`src/rtl/crossing_scheduler.sv`:
```
`default_nettype none
// ============================================================================
// Module   : crossing_scheduler
// Purpose  : River-crossing game sequencer. It queues button requests, checks
//            that each is legal, launches crossings on the animation engine
//            and judges the result. CROSSING_UNDO_EN adds one level of undo.
// Revision : 1.0 - initial release
// ============================================================================
module crossing_scheduler #(
    parameter int QDEPTH        = 4,
    parameter int TIMEOUT_STEPS = 24,
    parameter int MOVE_W        = 8
) (
    input  logic              clk_1kHz,
    input  logic              rst,
    input  logic              step_tick,
    input  logic [3:0]        req,
    input  logic              restart,
    input  logic              undo,
    output logic              anim_start,
    output logic [1:0]        anim_who,
    output logic              anim_dir,
    input  logic              anim_done,
    output logic [3:0]        pos,
    output logic              busy,
    output logic [1:0]        game_state,
    output logic [MOVE_W-1:0] move_cnt,
    output logic              q_full,
    output logic              drop,
    output logic              reject,
    output logic              timeout
);

    localparam int AW = (QDEPTH > 1) ? $clog2(QDEPTH) : 1;
    localparam int TW = $clog2(TIMEOUT_STEPS + 1);

    localparam logic [2:0] S_IDLE   = 3'd0;
    localparam logic [2:0] S_CHECK  = 3'd1;
    localparam logic [2:0] S_LAUNCH = 3'd2;
    localparam logic [2:0] S_WAIT   = 3'd3;
    localparam logic [2:0] S_JUDGE  = 3'd4;
    localparam logic [2:0] S_OVER   = 3'd5;

    localparam logic [1:0] G_LOSE   = 2'd0;
    localparam logic [1:0] G_WIN    = 2'd1;
    localparam logic [1:0] G_PLAY   = 2'd2;
    localparam logic [1:0] WHO_NONE = 2'd3;

    logic [2:0]        r_state;
    logic [1:0]        r_fifo [QDEPTH];
    logic [AW-1:0]     r_wr_ptr;
    logic [AW-1:0]     r_rd_ptr;
    logic [AW:0]       r_count;
    logic [1:0]        r_who;
    logic [3:0]        r_pos;
    logic [1:0]        r_game;
    logic [MOVE_W-1:0] r_moves;
    logic [TW-1:0]     r_tcnt;
    logic              r_start;
    logic              r_drop;
    logic              r_reject;
    logic              r_timeout;

    logic              w_has_req;
    logic              w_multi;
    logic              w_full;
    logic              w_empty;
    logic              w_push;
    logic              w_pop;
    logic              w_flush;
    logic              w_undo_go;
    logic              w_legal;
    logic              w_win;
    logic              w_lose;
    logic [1:0]        w_req_who;
    logic [3:0]        w_mask;
    logic [3:0]        w_new_pos;

    // Priority cat > dog > mouse > canoe-alone; bit 0 alone maps to WHO_NONE.
    always_comb begin
        w_req_who = WHO_NONE;
        if (req[3])
            w_req_who = 2'd0;
        else if (req[2])
            w_req_who = 2'd1;
        else if (req[1])
            w_req_who = 2'd2;
    end

    assign w_has_req = |req;
    assign w_multi   = (req & (req - 4'd1)) != 4'd0;
    assign w_full    = (r_count == (AW+1)'(QDEPTH));
    assign w_empty   = (r_count == '0);
    assign w_push    = w_has_req && !w_full && (r_game == G_PLAY);

    // Passenger bit within {cat,dog,mouse,canoe}; the canoe always travels.
    assign w_mask    = (r_who == WHO_NONE) ? 4'b0000 : (4'b1000 >> r_who);
    assign w_legal   = (r_who == WHO_NONE) || ((|(r_pos & w_mask)) == r_pos[0]);
    assign w_new_pos = r_pos ^ (w_mask | 4'b0001);
    assign w_win     = &w_new_pos[3:1];
    assign w_lose    = ((w_new_pos[3] == w_new_pos[2]) && (w_new_pos[3] != w_new_pos[0])) ||
                       ((w_new_pos[3] == w_new_pos[1]) && (w_new_pos[3] != w_new_pos[0]));

`ifdef CROSSING_UNDO_EN
    logic [3:0]        r_snap_pos;
    logic [MOVE_W-1:0] r_snap_moves;
    logic              r_snap_valid;

    assign w_undo_go = undo && !restart && (r_state == S_IDLE) && r_snap_valid &&
                       (r_game == G_PLAY);

    always_ff @(posedge clk_1kHz) begin
        if (rst || restart) begin
            r_snap_pos   <= '0;
            r_snap_moves <= '0;
            r_snap_valid <= 1'b0;
        end else if (r_state == S_JUDGE) begin
            r_snap_pos   <= r_pos;
            r_snap_moves <= r_moves;
            r_snap_valid <= 1'b1;
        end else if (w_undo_go) begin
            r_snap_valid <= 1'b0;
        end
    end
`else
    logic w_unused_undo;
    assign w_unused_undo = undo;
    assign w_undo_go     = 1'b0;
`endif

    assign w_pop   = (r_state == S_IDLE) && !w_empty && !w_undo_go;
    assign w_flush = w_undo_go || ((r_state == S_JUDGE) && (w_win || w_lose));

    always_ff @(posedge clk_1kHz) begin
        if (w_push)
            r_fifo[r_wr_ptr] <= w_req_who;
    end

    always_ff @(posedge clk_1kHz) begin
        if (rst || restart || w_flush) begin
            r_wr_ptr <= '0;
            r_rd_ptr <= '0;
            r_count  <= '0;
        end else begin
            if (w_push)
                r_wr_ptr <= r_wr_ptr + 1'b1;
            if (w_pop)
                r_rd_ptr <= r_rd_ptr + 1'b1;
            r_count <= r_count + (AW+1)'(w_push) - (AW+1)'(w_pop);
        end
    end

    always_ff @(posedge clk_1kHz) begin
        if (rst || restart)
            r_drop <= 1'b0;
        else
            r_drop <= w_has_req && (w_multi || w_full || (r_game != G_PLAY));
    end

    always_ff @(posedge clk_1kHz) begin
        if (rst || restart) begin
            r_state   <= S_IDLE;
            r_who     <= WHO_NONE;
            r_pos     <= '0;
            r_game    <= G_PLAY;
            r_moves   <= '0;
            r_tcnt    <= '0;
            r_start   <= 1'b0;
            r_reject  <= 1'b0;
            r_timeout <= 1'b0;
        end else begin
            r_start  <= 1'b0;
            r_reject <= 1'b0;
            case (r_state)
                S_IDLE: begin
                    if (w_undo_go) begin
`ifdef CROSSING_UNDO_EN
                        r_pos   <= r_snap_pos;
                        r_moves <= r_snap_moves;
`endif
                    end else if (w_pop) begin
                        r_who   <= r_fifo[r_rd_ptr];
                        r_state <= S_CHECK;
                    end
                end
                S_CHECK: begin
                    if (w_legal) begin
                        r_state <= S_LAUNCH;
                    end else begin
                        r_reject <= 1'b1;
                        r_state  <= S_IDLE;
                    end
                end
                S_LAUNCH: begin
                    r_start <= 1'b1;
                    r_tcnt  <= '0;
                    r_state <= S_WAIT;
                end
                S_WAIT: begin
                    if (anim_done) begin
                        r_state <= S_JUDGE;
                    end else if (step_tick) begin
                        if (r_tcnt == TW'(TIMEOUT_STEPS - 1)) begin
                            r_timeout <= 1'b1;
                            r_state   <= S_JUDGE;
                        end else begin
                            r_tcnt <= r_tcnt + 1'b1;
                        end
                    end
                end
                S_JUDGE: begin
                    r_pos <= w_new_pos;
                    if (r_moves != '1)
                        r_moves <= r_moves + 1'b1;
                    if (w_win) begin
                        r_game  <= G_WIN;
                        r_state <= S_OVER;
                    end else if (w_lose) begin
                        r_game  <= G_LOSE;
                        r_state <= S_OVER;
                    end else begin
                        r_state <= S_IDLE;
                    end
                end
                S_OVER: begin
                    r_state <= S_OVER;
                end
                default: begin
                    r_state <= S_IDLE;
                end
            endcase
        end
    end

    assign anim_start = r_start;
    assign anim_who   = r_who;
    assign anim_dir   = r_pos[0];
    assign pos        = r_pos;
    assign busy       = (r_state != S_IDLE) && (r_state != S_OVER);
    assign game_state = r_game;
    assign move_cnt   = r_moves;
    assign q_full     = w_full;
    assign drop       = r_drop;
    assign reject     = r_reject;
    assign timeout    = r_timeout;

endmodule
`default_nettype wire

```
`config.mk`:
```
export PLATFORM = sky130hd
export DESIGN_NAME = crossing_scheduler
export DESIGN_NICKNAME = d
export VERILOG_FILES = /design/src/rtl/crossing_scheduler.sv
export SDC_FILE = /design/constraint.sdc
export NUM_CORES = 1
export LEC_CHECK = 0
export CELL_PAD_IN_SITES_DETAIL_PLACEMENT = 1
export CELL_PAD_IN_SITES_GLOBAL_PLACEMENT = 2
export CORE_MARGIN = 4
export CORE_UTILIZATION = 25
export DETAILED_ROUTE_END_ITERATION = 8
export GPL_ROUTABILITY_DRIVEN = 0
export GPL_TIMING_DRIVEN = 0
export HOLD_SLACK_MARGIN = 0.12
export PLACE_DENSITY = 0.68
export SYNTH_ARGS = -nofsm -noshare
export SYNTH_HDL_FRONTEND = slang
export SYNTH_SLANG_ARGS = --single-unit
```
`constraint.sdc`:
```
create_clock -name clk_1kHz -period 3.6 [get_ports clk_1kHz]
set_clock_uncertainty 0.1 [all_clocks]
set_input_delay 0.72 -clock clk_1kHz [delete_from_list [all_inputs] [get_ports clk_1kHz]]
set_output_delay 0.72 -clock clk_1kHz [all_outputs]
set_load 0.02 [all_outputs]
```
==> flow_summary.ini, run 1 <==
[critical_path]
crit-reg2reg-launch = r_count[2]
slowest_delay_ps = 550
crit_path_start_kind = input port
required_ps = 3660
cp_top_family = adder cells
rrSetupSlack_ps = 900
worst_path_max_delay_cell = clkdlybuf4s50_1
cp_num_buf_inv = 3
cp_cell_sequence = clkdlybuf4s50_1, nor4_1, nor3_2, inv_1, ha_1, inv_1, ha_1, fa_1, xnor2_1, xnor2_1, nor2_1
cp_max_fo = 7
r2r_cells = 10
endpoint_kind = register
critPathArrivalTime_ps = 3140
worstReg2RegEnd = r_count[2]
worstSetupPathType = input port to register

[power]
vdd_drop_max_uv = 198
clock_power_share_pct = 40.3
swShare_pct = 23.6
p_per_area_nw_per_um2 = 412
power_frac_comb_pct = 12.8
power_frac_seq_pct = 46.9
power.static_leakage_uw = 0.000996
intPower_uw = 852
p_total_uw = 1120
power_switching_uw = 264

[yosys]
syn_area_um2 = 2130
synth_top_flop_cell = dfxtp_1
yosysSeqAreaShare_pct = 44.1
yosys.area.top_type = dfxtp_1
yosysTopAreaCellShare_pct = 32.8
async_flop_share_pct = 0
syn_inst = 223
synthTopCellsByArea = dfxtp_1 (33%), edfxtp_1 (11%), ha_1 (6.4%), nor2_1 (4.2%), a21oi_1 (3.5%)
synth-seq-cells = 43
synth_nets = 245
synth_area_per_cell_um2 = 9.57
synth_most_common_cell = dfxtp_1
ys_top_cells_by_count = dfxtp_1 (35), nor2_1 (24), a21oi_1 (15), nand2_1 (14)
synth_edf_count = 8
ys_warn_count = 0
ys_types = 50

[floorplan]
dieArea_um2 = 10100
ios = 33
fp.dieW_um = 100
start_util_pct = 25.8
core_area_um2 = 8260
fp.dieH_um = 100
fp-row-count = 33

[placement]
placedInstanceArea_um2 = 2580
io_buffers = 31
hpwl_mm = 3.86

[status]
status = finished clean

[min_path]
whs_path_depth = 2
worstHoldStart = game_state[0]
holdCritPathClass = register to register
holdPathEnd = game_state[0]

[global_route]
track_usage_pct = 10.8
antenna_found_initial = 0
grt_pass1_vias = 1758
overflow = 0
grt_first_pass_wirelength_mm = 8.65
grt_max_degree = 14

[timing]
slew_headroom_pct = 48.0
rsz0062_at_grt = false
worst_slew_pin_slew_ps = 779
finalHoldViolCount = 0
min_period_over_period_pct = 85.5
setup_viol = 0
fin_setup_tns_ps = 0
period_needed_ps = 3080
slew_viol_final = 0
max_freq_mhz = 325

[clocking]
cts_resized = 0
cts_tree = done
h-tree-depth = 2
cts_root_buf = clkbuf_8
post_cts_buffers = 0
cts.sink_count = 43
cts_buffers = 5
holdBufCountCts = 0
path_clk_slew_ps = 80
clock_latency_ps = 300
ctsLongestPathBuffers = 2

[route]
antenna_left = 0
first_iter_violations = 45
vias_per_cell = 4.66
drc = 0
drt-total-wl_mm = 5.07
num_vias = 1710
wl_per_cell_um = 13.8
dr.pass1.iters = 5

[cells_and_area]
postLayoutCellArea_um2 = 2710
final_nets = 283
area_growth_pct = 26.9
fillers = 982
multi_input_area_um2 = 1100
layout-drive-gt1-share_pct = 6.87
num_antenna_cells = 0
final-seq-area_um2 = 941

[flow_run]
drv_cap = 0
[per-stage QoR]
step | hold slack, ps | utilization [%] | std cells | setup WS [ps]
after floorplan | 366 | - | 223 | 937
after global placement | 382 | 31.2 | 359 | 177
after detailed placement | 393 | 31.2 | 359 | 174
after CTS | 407 | 32.8 | 367 | 488
after global routing | 448 | 32.8 | 367 | 284
final | 398 | 32.8 | 367 | 522
[worst min-delay path: stages (launching register included)]
cell and delay (ps):
dfxtp_1 320, o21ai_0 70, a21oi_1 60
[cell type report]
| class | instances | area share (%) |
|---|---|---|
| well taps | 105 | 4.85 |
| flip-flops and latches | 43 | 34.7 |
| inverters | 12 | 1.66 |
| plain buffers | 8 | 1.94 |
| clock inverters | 2 | 2.22 |
| clock buffers | 6 | 2.68 |
| repair buffers | 31 | 11.5 |
| multi-input cells | 160 | 40.5 |
[sequential cells by signal, indices dropped and copies added, names as in the netlist]
signal / cells
anim_start: 1
r_rd_ptr: 2
anim_who: 2
pos: 4
drop: 1
r_wr_ptr: 2
move_cnt: 8
r_tcnt: 5
game_state: 2
r_state: 3
r_fifo: 8
r_count: 3
reject: 1
timeout: 1
[logic make-up after synthesis]
| kind of cell | Yosys count | share of synthesized area, % |
|---|---|---|
| adders and majority gates | 12 | 7.39 |
| and+or+nand+nor | 85 | 22.0 |
| xor gates and xnor gates | 11 | 4.51 |
| AOI/OAI and AO/OA | 45 | 12.9 |
| DFF | 43 | 44.1 |
| muxes | 7 | 4.51 |
| buffers and inverters | 20 | 4.57 |
[power groups by stage]
| stage | logic [uW] | registers, uW | clock network, uW |
|---|---|---|---|
| floorplan | 95.7 | 533 | 0 |
| detailed placement | 146 | 535 | 0 |
| finish | 142 | 523 | 450 |
| global placement | 142 | 534 | 0 |
| CTS | 146 | 523 | 464 |
| global route | 163 | 527 | 483 |
[layout by cell type (no fill, tap or decap), types with 6 or more instances in the layout]
| cell type | Yosys | final |
|---|---|---|
| dfxtp_1 | 35 | 35 |
| clkdlybuf4s50_1 | 0 | 31 |
| a21oi_1 | 15 | 15 |
| ha_1 | 11 | 11 |
| edfxtp_1 | 8 | 8 |
| xnor2_1 | 6 | 6 |
| inv_1 | 12 | 12 |
| o21ai_0 | 12 | 12 |
| nand2_1 | 14 | 14 |
| nor2_1 | 24 | 24 |
[worst max path at each step]
| stage | start | end | slack, ps | cells past startpoint |
|---|---|---|---|---|
| 2_1_floorplan | r_count[2] | r_count[2] | 940 | 10 |
| 3_3_place_gp | req[3] | r_count[2] | 180 | 11 |
| 3_5_place_dp | req[3] | r_count[2] | 170 | 11 |
| 4_1_cts | req[3] | r_count[2] | 490 | 11 |
| 5_1_grt | req[2] | r_count[2] | 280 | 11 |
| 6_report | req[3] | r_count[2] | 520 | 11 |
[per-layer routing]
metal	track usage, %	up-vias	routed length (um)	part of all wire, %
li1	-	869	-	-
met1	15.0	809	2550	50
met2	16.2	27	2240	44
met3	2.92	5	207	4.1
met4	3.73	0	72	1.4
met5	0	-	0	0
No activity file was read; power rests on OpenSTA's default activity.
==> run 2: changes to the inputs <==
==> constraint.sdc (replaced) <==
create_clock -name clk_1kHz -period 3 [get_ports clk_1kHz]
set_clock_uncertainty 0.1 [all_clocks]
set_input_delay 0.6 -clock clk_1kHz [delete_from_list [all_inputs] [get_ports clk_1kHz]]
set_output_delay 0.6 -clock clk_1kHz [all_outputs]
set_load 0.02 [all_outputs]
==> flow_summary.ini, run 2 (synthesis gave the netlist of run 1 again) <==
[floorplan]
dieArea_um2 = 10100
fp.dieH_um = 100
ios = 33
fp.dieW_um = 100
start_util_pct = 25.8
fp-row-count = 33
core_area_um2 = 8260

[global_route]
grt_max_degree = 14
track_usage_pct = 10.8
grt_pass1_vias = 1758
antenna_found_initial = 0
overflow = 0
grt_first_pass_wirelength_mm = 8.65

[timing]
period_needed_ps = 2800
rsz0062_at_grt = false
finalHoldViolCount = 0
max_freq_mhz = 357
worst_slew_pin_slew_ps = 786
slew_viol_final = 0
setup_viol = 0
slew_headroom_pct = 47.5
fin_setup_tns_ps = 0
min_period_over_period_pct = 93.4

[cells_and_area]
num_antenna_cells = 0
postLayoutCellArea_um2 = 2720
final_nets = 284
multi_input_area_um2 = 1100
final_common_cell = dfxtp_1
fillers = 982
mostFrequentLayoutCells = dfxtp_1 (35), clkdlybuf4s50_1 (31), nor2_1 (24), a21oi_1 (15), nand2_1 (14)
layout-drive-gt1-share_pct = 7.22
final-seq-area_um2 = 941
area_growth_pct = 27.3

[route]
drt-total-wl_mm = 5.11
wl_per_cell_um = 13.9
num_vias = 1712
vias_per_cell = 4.65
first_iter_violations = 48
dr.pass1.iters = 5
drc = 0
antenna_left = 0

[critical_path]
cp_max_fo = 5
critPathLaunch = r_count[2]
cp_top_family = buffers and inverters
worst_path_max_delay_cell = clkdlybuf4s50_1
critPathArrivalTime_ps = 2100
crit_path_start_kind = register
cp.depth = 2
worstSetupPathType = register to output port
r2r_cells = 11
rrSetupSlack_ps = 320
required_ps = 2300
cp_cell_sequence = nor3b_1, clkdlybuf4s50_1
worstReg2RegEnd = r_count[2]
crit-reg2reg-launch = r_state[1]
cp-endpoint = q_full
slowest_delay_ps = 740
endpoint_kind = output port
cp_num_buf_inv = 1

[clocking]
cts_tree = done
cts.sink_count = 43
path_clk_slew_ps = 80
holdBufCountCts = 0
ctsLongestPathBuffers = 2
cts_root_buf = clkbuf_8
h-tree-depth = 2
clock_latency_ps = 300
cts_buffers = 5

[min_path]
worstHoldStart = game_state[0]
holdCritPathClass = register to register

[placement]
placedInstanceArea_um2 = 2580
hpwl_mm = 3.86
io_buffers = 31

[power]
vdd_drop_max_uv = 238
p_per_area_nw_per_um2 = 493
power.static_leakage_uw = 0.00100
p_total_uw = 1340

[status]
status = finished clean

[flow_run]
drv_cap = 0
## run 2: area by class of cell
type                       count  share of cell area [%]
timing repair buffer          32                    11.7
multi-input combinational    160                    40.3
inverter                      12                    1.66
buffer                         8                    1.93
sequential                    43                    34.6
tap                          105                    4.84
clock inverter                 2                    2.21
clock buffer                   6                    2.67
## run 2: worst min path at each step
stage                    endpoint  slack, ps  depth (start not counted)
detailed placement  game_state[0]        390                          2
global route        game_state[0]        450                          2
finish              game_state[0]        400                          2
CTS                 game_state[0]        410                          2
floorplan               r_tcnt[4]        370                          2
global placement          timeout        380                          2
## run 2: power by group
part | leakage, uW | internal, uW | switching [uW] | total, uW
clock | 0.0000654 | 333 | 207 | 540
sequential | 0.000359 | 610 | 17.7 | 627
combinational | 0.000575 | 80.8 | 92.3 | 173
total | 0.00100 | 1020 | 317 | 1340
## run 2: worst min-delay path: stages (launching register included)
cell and delay [ps]:
dfxtp_1 320, o21ai_0 70, a21oi_1 60
## run 2: through the flow
| stage | setup slack (ps) | util [%] | instances | hold slack (ps) |
|---|---|---|---|---|
| 3_3_place_gp | -303 | 31.2 | 359 | 382 |
| 3_5_place_dp | -306 | 31.2 | 359 | 393 |
| 6_report | 199 | 32.9 | 368 | 398 |
| 4_1_cts | 7.96 | 32.8 | 367 | 407 |
| 2_1_floorplan | 337 | - | 223 | 366 |
| 5_1_grt | 46.3 | 32.9 | 368 | 448 |
## run 2: metal layers
metal  vias to the layer above  wire [um]  global-route usage, %
li1                        872          -                      -
met1                       808       2570                   15.0
met2                        27       2260                   16.2
met3                         5        208                   2.92
met4                         0         72                   3.73
met5                         -          0                      0
## run 2: what timing repair did
item | 4_1_cts | 5_1_grt
endpoints found under the setup margin | 0 | 1
gates resized for setup | 0 | 0
buffers inserted | 0 | 1
==> run 3: changes to the inputs <==
--- a/config.mk
+++ b/config.mk
@@ -14,6 +14,7 @@
 export GPL_TIMING_DRIVEN = 0
 export HOLD_SLACK_MARGIN = 0.12
 export PLACE_DENSITY = 0.68
+export SLEW_MARGIN = 20
 export SYNTH_ARGS = -nofsm -noshare
 export SYNTH_HDL_FRONTEND = slang
 export SYNTH_SLANG_ARGS = --single-unit
==> results of run 3 <==
Same layout as run 2: the final DEF is identical, and so are final timing and power.
==> variant 1 (settings of run 3) <==
Add a define of `CROSSING_UNDO_EN`.
--- a/src/rtl/crossing_scheduler.sv
+++ b/src/rtl/crossing_scheduler.sv
@@ -6,6 +6,8 @@
 //            and judges the result. CROSSING_UNDO_EN adds one level of undo.
 // Revision : 1.0 - initial release
 // ============================================================================
+`define CROSSING_UNDO_EN
+
 module crossing_scheduler #(
     parameter int QDEPTH        = 4,
     parameter int TIMEOUT_STEPS = 24,
Formal check against the unedited RTL: not equivalent (a bounded check fails within 10 cycles, from zero or initial values).
==> variant 1 against run 3 <==
Area after synthesis increased by 33%; routed wire length increased by 61%; critical path depth increased by 10; sequential power increased by 28%; sequential cell count increased by 13; via count increased by 47%; total power increased by 26%; combinational power increased by 23%; die area increased by 31%; highest routed layer unchanged; worst setup slack got worse by 0.049 ns; first-iteration DRC count increased by 54%; final area increased by 31%.
==> variant 1: results (changes against run 3) <==
| Metric | Value |
|---|---|
| Mapped Nets | 345 (+41%) |
| Fin cells | 505 (+37%) |
| Worst Tran Pin Value | 0.853 ns (+0.0671 ns) |
| Status | completed |
| Area share of fa/ha/maj cells after synthesis | 0.0589 (-0.0150) |
| Post-layout net count | 386 (+36%) |
| DP HPWL | 6.16 mm (+60%) |
| Peak supply drop | 0.000269 V (+13%) |
| GR met2 Demand/Resource | 0.215 (+0.0533) |
| Sw Pwr | 0.426 mW (+34%) |
| First DRT Iteration DRCs | 74 (+54%) |
| Xor and xnor area share after synthesis | 0.0215 (-0.0236) |
| Commonest cells in the netlist | 48 x dfxtp_1, 48 x nand2_1, 29 x a21oi_1 |
| TritonRoute pass-1 iters | 4 (-1) |
| Worst hold path startpoint | r_snap_pos[2] |
| CP Max Fanout | 4 (-1) |
| Routed WL | 8.22 mm (+61%) |
| CTS resizes | 4 (+4) |
| CP startpoint | restart |
| Lkg Pwr | 1.22 nW (+22%) |
| Vias | 2,513 (+47%) |
| Clock power share | 0.401 (-0.002) |
| Met1 Use GR | 0.180 (+0.0300) |
| Compound-gate portion of the synthesized area | 0.185 (+0.0565) |
| DP Area | 3330 µm² (+29%) |
| Synth unique cells | 59 (+18%) |
| Ranking of synthesized cells by area | dfxtp_1 34%, edfxtp_1 8.4%, nand2_1 6.3% |
[variant 1: cell types whose count changed in the layout (fill, tap and decap cells not counted), moves of 4 or more]
cell	delta
a21oi_1	+14
a31o_2	+4
clkbuf_1	+7
clkbuf_16	+5
clkbuf_8	-5
dfxtp_1	+13
nand2_1	+34
nor2_1	-4
xor2_1	-4
[variant 1: layer usage]
| layer | routed length, µm | part of all wire | vias to the layer above |
|---|---|---|---|
| met5 | 0 | 0 | - |
| met1 | 4070 | 0.50 | 1223 |
| met2 | 3810 | 0.46 | 31 |
| li1 | - | - | 1253 |
| met4 | 62 | 0.0075 | 0 |
| met3 | 271 | 0.033 | 6 |
[variant 1: final cells by class]
class / count / area [µm²]
clock buffers: 5 / 125
multi-input cells: 239 / 1560
well taps: 140 / 175
plain buffers: 17 / 72.6
fillers: 1264 / 7430
repair buffers: 34 / 333
inverters: 11 / 41.3
clock inverters: 3 / 42.5
flip-flops and latches: 56 / 1200
[variant 1: cells by family (layout without fill, tap and decap cells)]
kind of cell | count (synthesis) | after routing
DFF | 56 | 56
xor gates and xnor gates | 7 | 7
AOI/OAI and AO/OA | 79 | 79
buffers and inverters | 28 | 70
muxes | 9 | 9
adders and majority gates | 13 | 13
and+or+nand+nor | 131 | 131
[variant 1: through the flow]
step / setup slack [ns] / TNS [ns] / power [mW] / util / hold slack (ns)
floorplan: 0.178 / 0 / 0.950 / - / 0.331
global placement: -0.648 / -1.39 / 1.02 / 0.303 / 0.344
detailed placement: -0.703 / -2.26 / 1.02 / 0.303 / 0.349
CTS: 0.00232 / 0 / 1.71 / 0.320 / 0.362
global route: -0.00439 / -0.00439 / 1.77 / 0.324 / 0.394
finish: 0.150 / 0 / 1.69 / 0.324 / 0.359
==> variant 2 (config.mk and constraints of run 3) <==
Without the edit above. Register the output `timeout` once more; this adds one clock of latency there. The other outputs are not delayed to match.
--- a/src/rtl/crossing_scheduler.sv
+++ b/src/rtl/crossing_scheduler.sv
@@ -242,7 +242,9 @@
     assign q_full     = w_full;
     assign drop       = r_drop;
     assign reject     = r_reject;
-    assign timeout    = r_timeout;
+    always_ff @(posedge clk_1kHz) begin
+        timeout <= r_timeout;
+    end
 
 endmodule
 `default_nettype wire
Check against the original RTL: same outputs for any inputs over 10 cycles, from zero or initial values; that may be too few to reach the edited logic, so the function may still have changed.
==> variant 2 against run 3 <==
Area after synthesis grew 0.94%; core utilization fell by 0.50 points; global-route usage is 0.17 points lower; critical path depth increased by 9; first-iteration DRC count rose by 48%; worst setup slack improved by 0.10 ns; final area is 1.0% lower; via count is 1.6% lower; sequential cell count rose by 1; routed wire length fell by 2.7%; synthesized cell count increased by 0.45%; total power is 12% lower; sequential power up 2%; non-clock buffer count stayed put; critical path type is now primary input to flop; critical endpoint is now r_count[2]; highest routed layer unchanged.
==> variant 2: results (changes against run 3) <==
| Metric | Value |
|---|---|
| Status | completed |
| Largest net degree at the start of global routing | 15 (+1) |
| Max Buffers Root-to-Sink | 2 (unchanged) |
| Clock buffer count from CTS | 5 (unchanged) |
| Placed insts | 360 (+0.28%) |
| Worst hold path type | flop to flop |
| Post-Syn Instances | 224 (+0.45%) |
| Via density per instance | 4.56 (-1.9%) |
| TritonRoute pass-1 iters | 4 (-1) |
| Placement Setup Slack | -0.313 ns (-0.00728 ns) |
| Clock group total power | 0.374 mW (-31%) |
| Sequential area share after synthesis | 0.446 (+0.00520) |
| Sw Pwr | 0.320 mW (+0.94%) |
| Slew HR | 0.523 (+0.0479) |
| CTS resizes | 0 (unchanged) |
| Warning count from the yosys run | 0 (unchanged) |
| Peak supply drop | 0.000163 V (-32%) |
| Filler cells | 960 (-2.2%) |
| Total gr overflow | 0 (unchanged) |
| Vias | 1,684 (-1.6%) |
| Maximum single-stage delay on the critical path | 0.55 ns (-0.19 ns) |
| Clk_lat worst skew | 0.30 ns (about the same) |
| Initial antenna violation count | 0 (unchanged) |
| Combinational Power Share | 0.144 (+0.015) |
| Wirelength per Cell | 13.5 µm (-3.0%) |
| Post-layout net count | 285 (+0.35%) |
| Lkg Pwr | 0.984 nW (-1.6%) |
| Commonest cells in the netlist | 36 x dfxtp_1, 24 x nor2_1, 15 x a21oi_1 |
| EDFF count, synth | 8 (unchanged) |
| GRT Total Usage | 0.107 (-0.00174) |
| IO buf count | 31 (unchanged) |
| Mapped Nets | 246 (+0.41%) |
| Inserted Diodes | 0 (unchanged) |
| Critical-path top delay cell | clkdlybuf4s50_1 |
| Clock slew at reported path FFs | around 0.09 ns |
| DP HPWL | 3.83 mm (-0.61%) |
| Ranking of synthesized cells by area | dfxtp_1 33%, edfxtp_1 11%, ha_1 6.4% |
| Final Power | 1.19 mW (-12%) |
| Share of cells above drive strength 1 | 0.0720 (-0.000274) |
| Clock root cell | clkbuf_8 |
| First DRT Iteration DRCs | 71 (+48%) |
| Global-route wire length before repair | 8.60 mm (-0.55%) |
| CP Max Fanout | 5 (unchanged) |
| H-tree depth | 2 (unchanged) |
| Worst path top cell family by delay | adder cells |
| Ys async rst share | 0 (unchanged) |
| DP Area | 2600 µm² (+0.78%) |
| Crit path arrival time | 2.77 ns (+0.67 ns) |
| Synth unique cells | 50 (unchanged) |
-- variant 2: cell types whose count changed in the layout (fill, tap and decap cells not counted), sizes merged --
| cell | change |
|---|---|
| bufinv | -2 |
| clkinv | +1 |
| clkinvlp | +1 |
| dfxtp | +1 |
-- variant 2: final cells by class --
cell class	count	area (µm²)	share of cell area
Tap cell	105	131	0.0489
Buffer	8	52.6	0.0195
Clock inverter	2	12.5	0.00465
Inverter	12	45.0	0.0168
Clock buffer	6	72.6	0.0270
Timing Repair Buffer	32	318	0.118
Multi-Input combinational cell	160	1100	0.408
Sequential cell	44	961	0.357
-- variant 2: timing repair --
| action | CTS | global route |
|---|---|---|
| buffers inserted | 0 | 1 |
| cloned | 0 | 0 |
| setup endpoints to repair | 1 | 1 |
| pin swaps | 1 | 1 |
| hold endpoints to repair | 0 | 0 |
-- variant 2: final timing paths --
path	start	end	slack, ns	depth (start not counted)
worst max-delay path	req[3]	r_count[2]	0.30	11
worst min-delay path	r_timeout	timeout	0.25	0
worst max register to register	r_state[1]	r_count[2]	0.37	11
worst min register to register	r_timeout	timeout	0.25	0
-- variant 2: cell families after synthesis --
logic type | after synthesis | synth area share
buf+inv | 20 | 0.0453
mux | 7 | 0.0447
compound gates | 45 | 0.128
simple gates | 85 | 0.218
fa+ha+maj | 12 | 0.0732
xor+xnor | 11 | 0.0447
flops | 44 | 0.446
-- variant 2: routing by layer --
metal | track usage | vias to the layer above | share of wire
li1 | - | 874 | -
met3 | 0.0304 | 7 | 0.041
met2 | 0.157 | 25 | 0.43
met4 | 0.0342 | 0 | 0.015
met5 | 0 | - | 0
met1 | 0.150 | 778 | 0.51
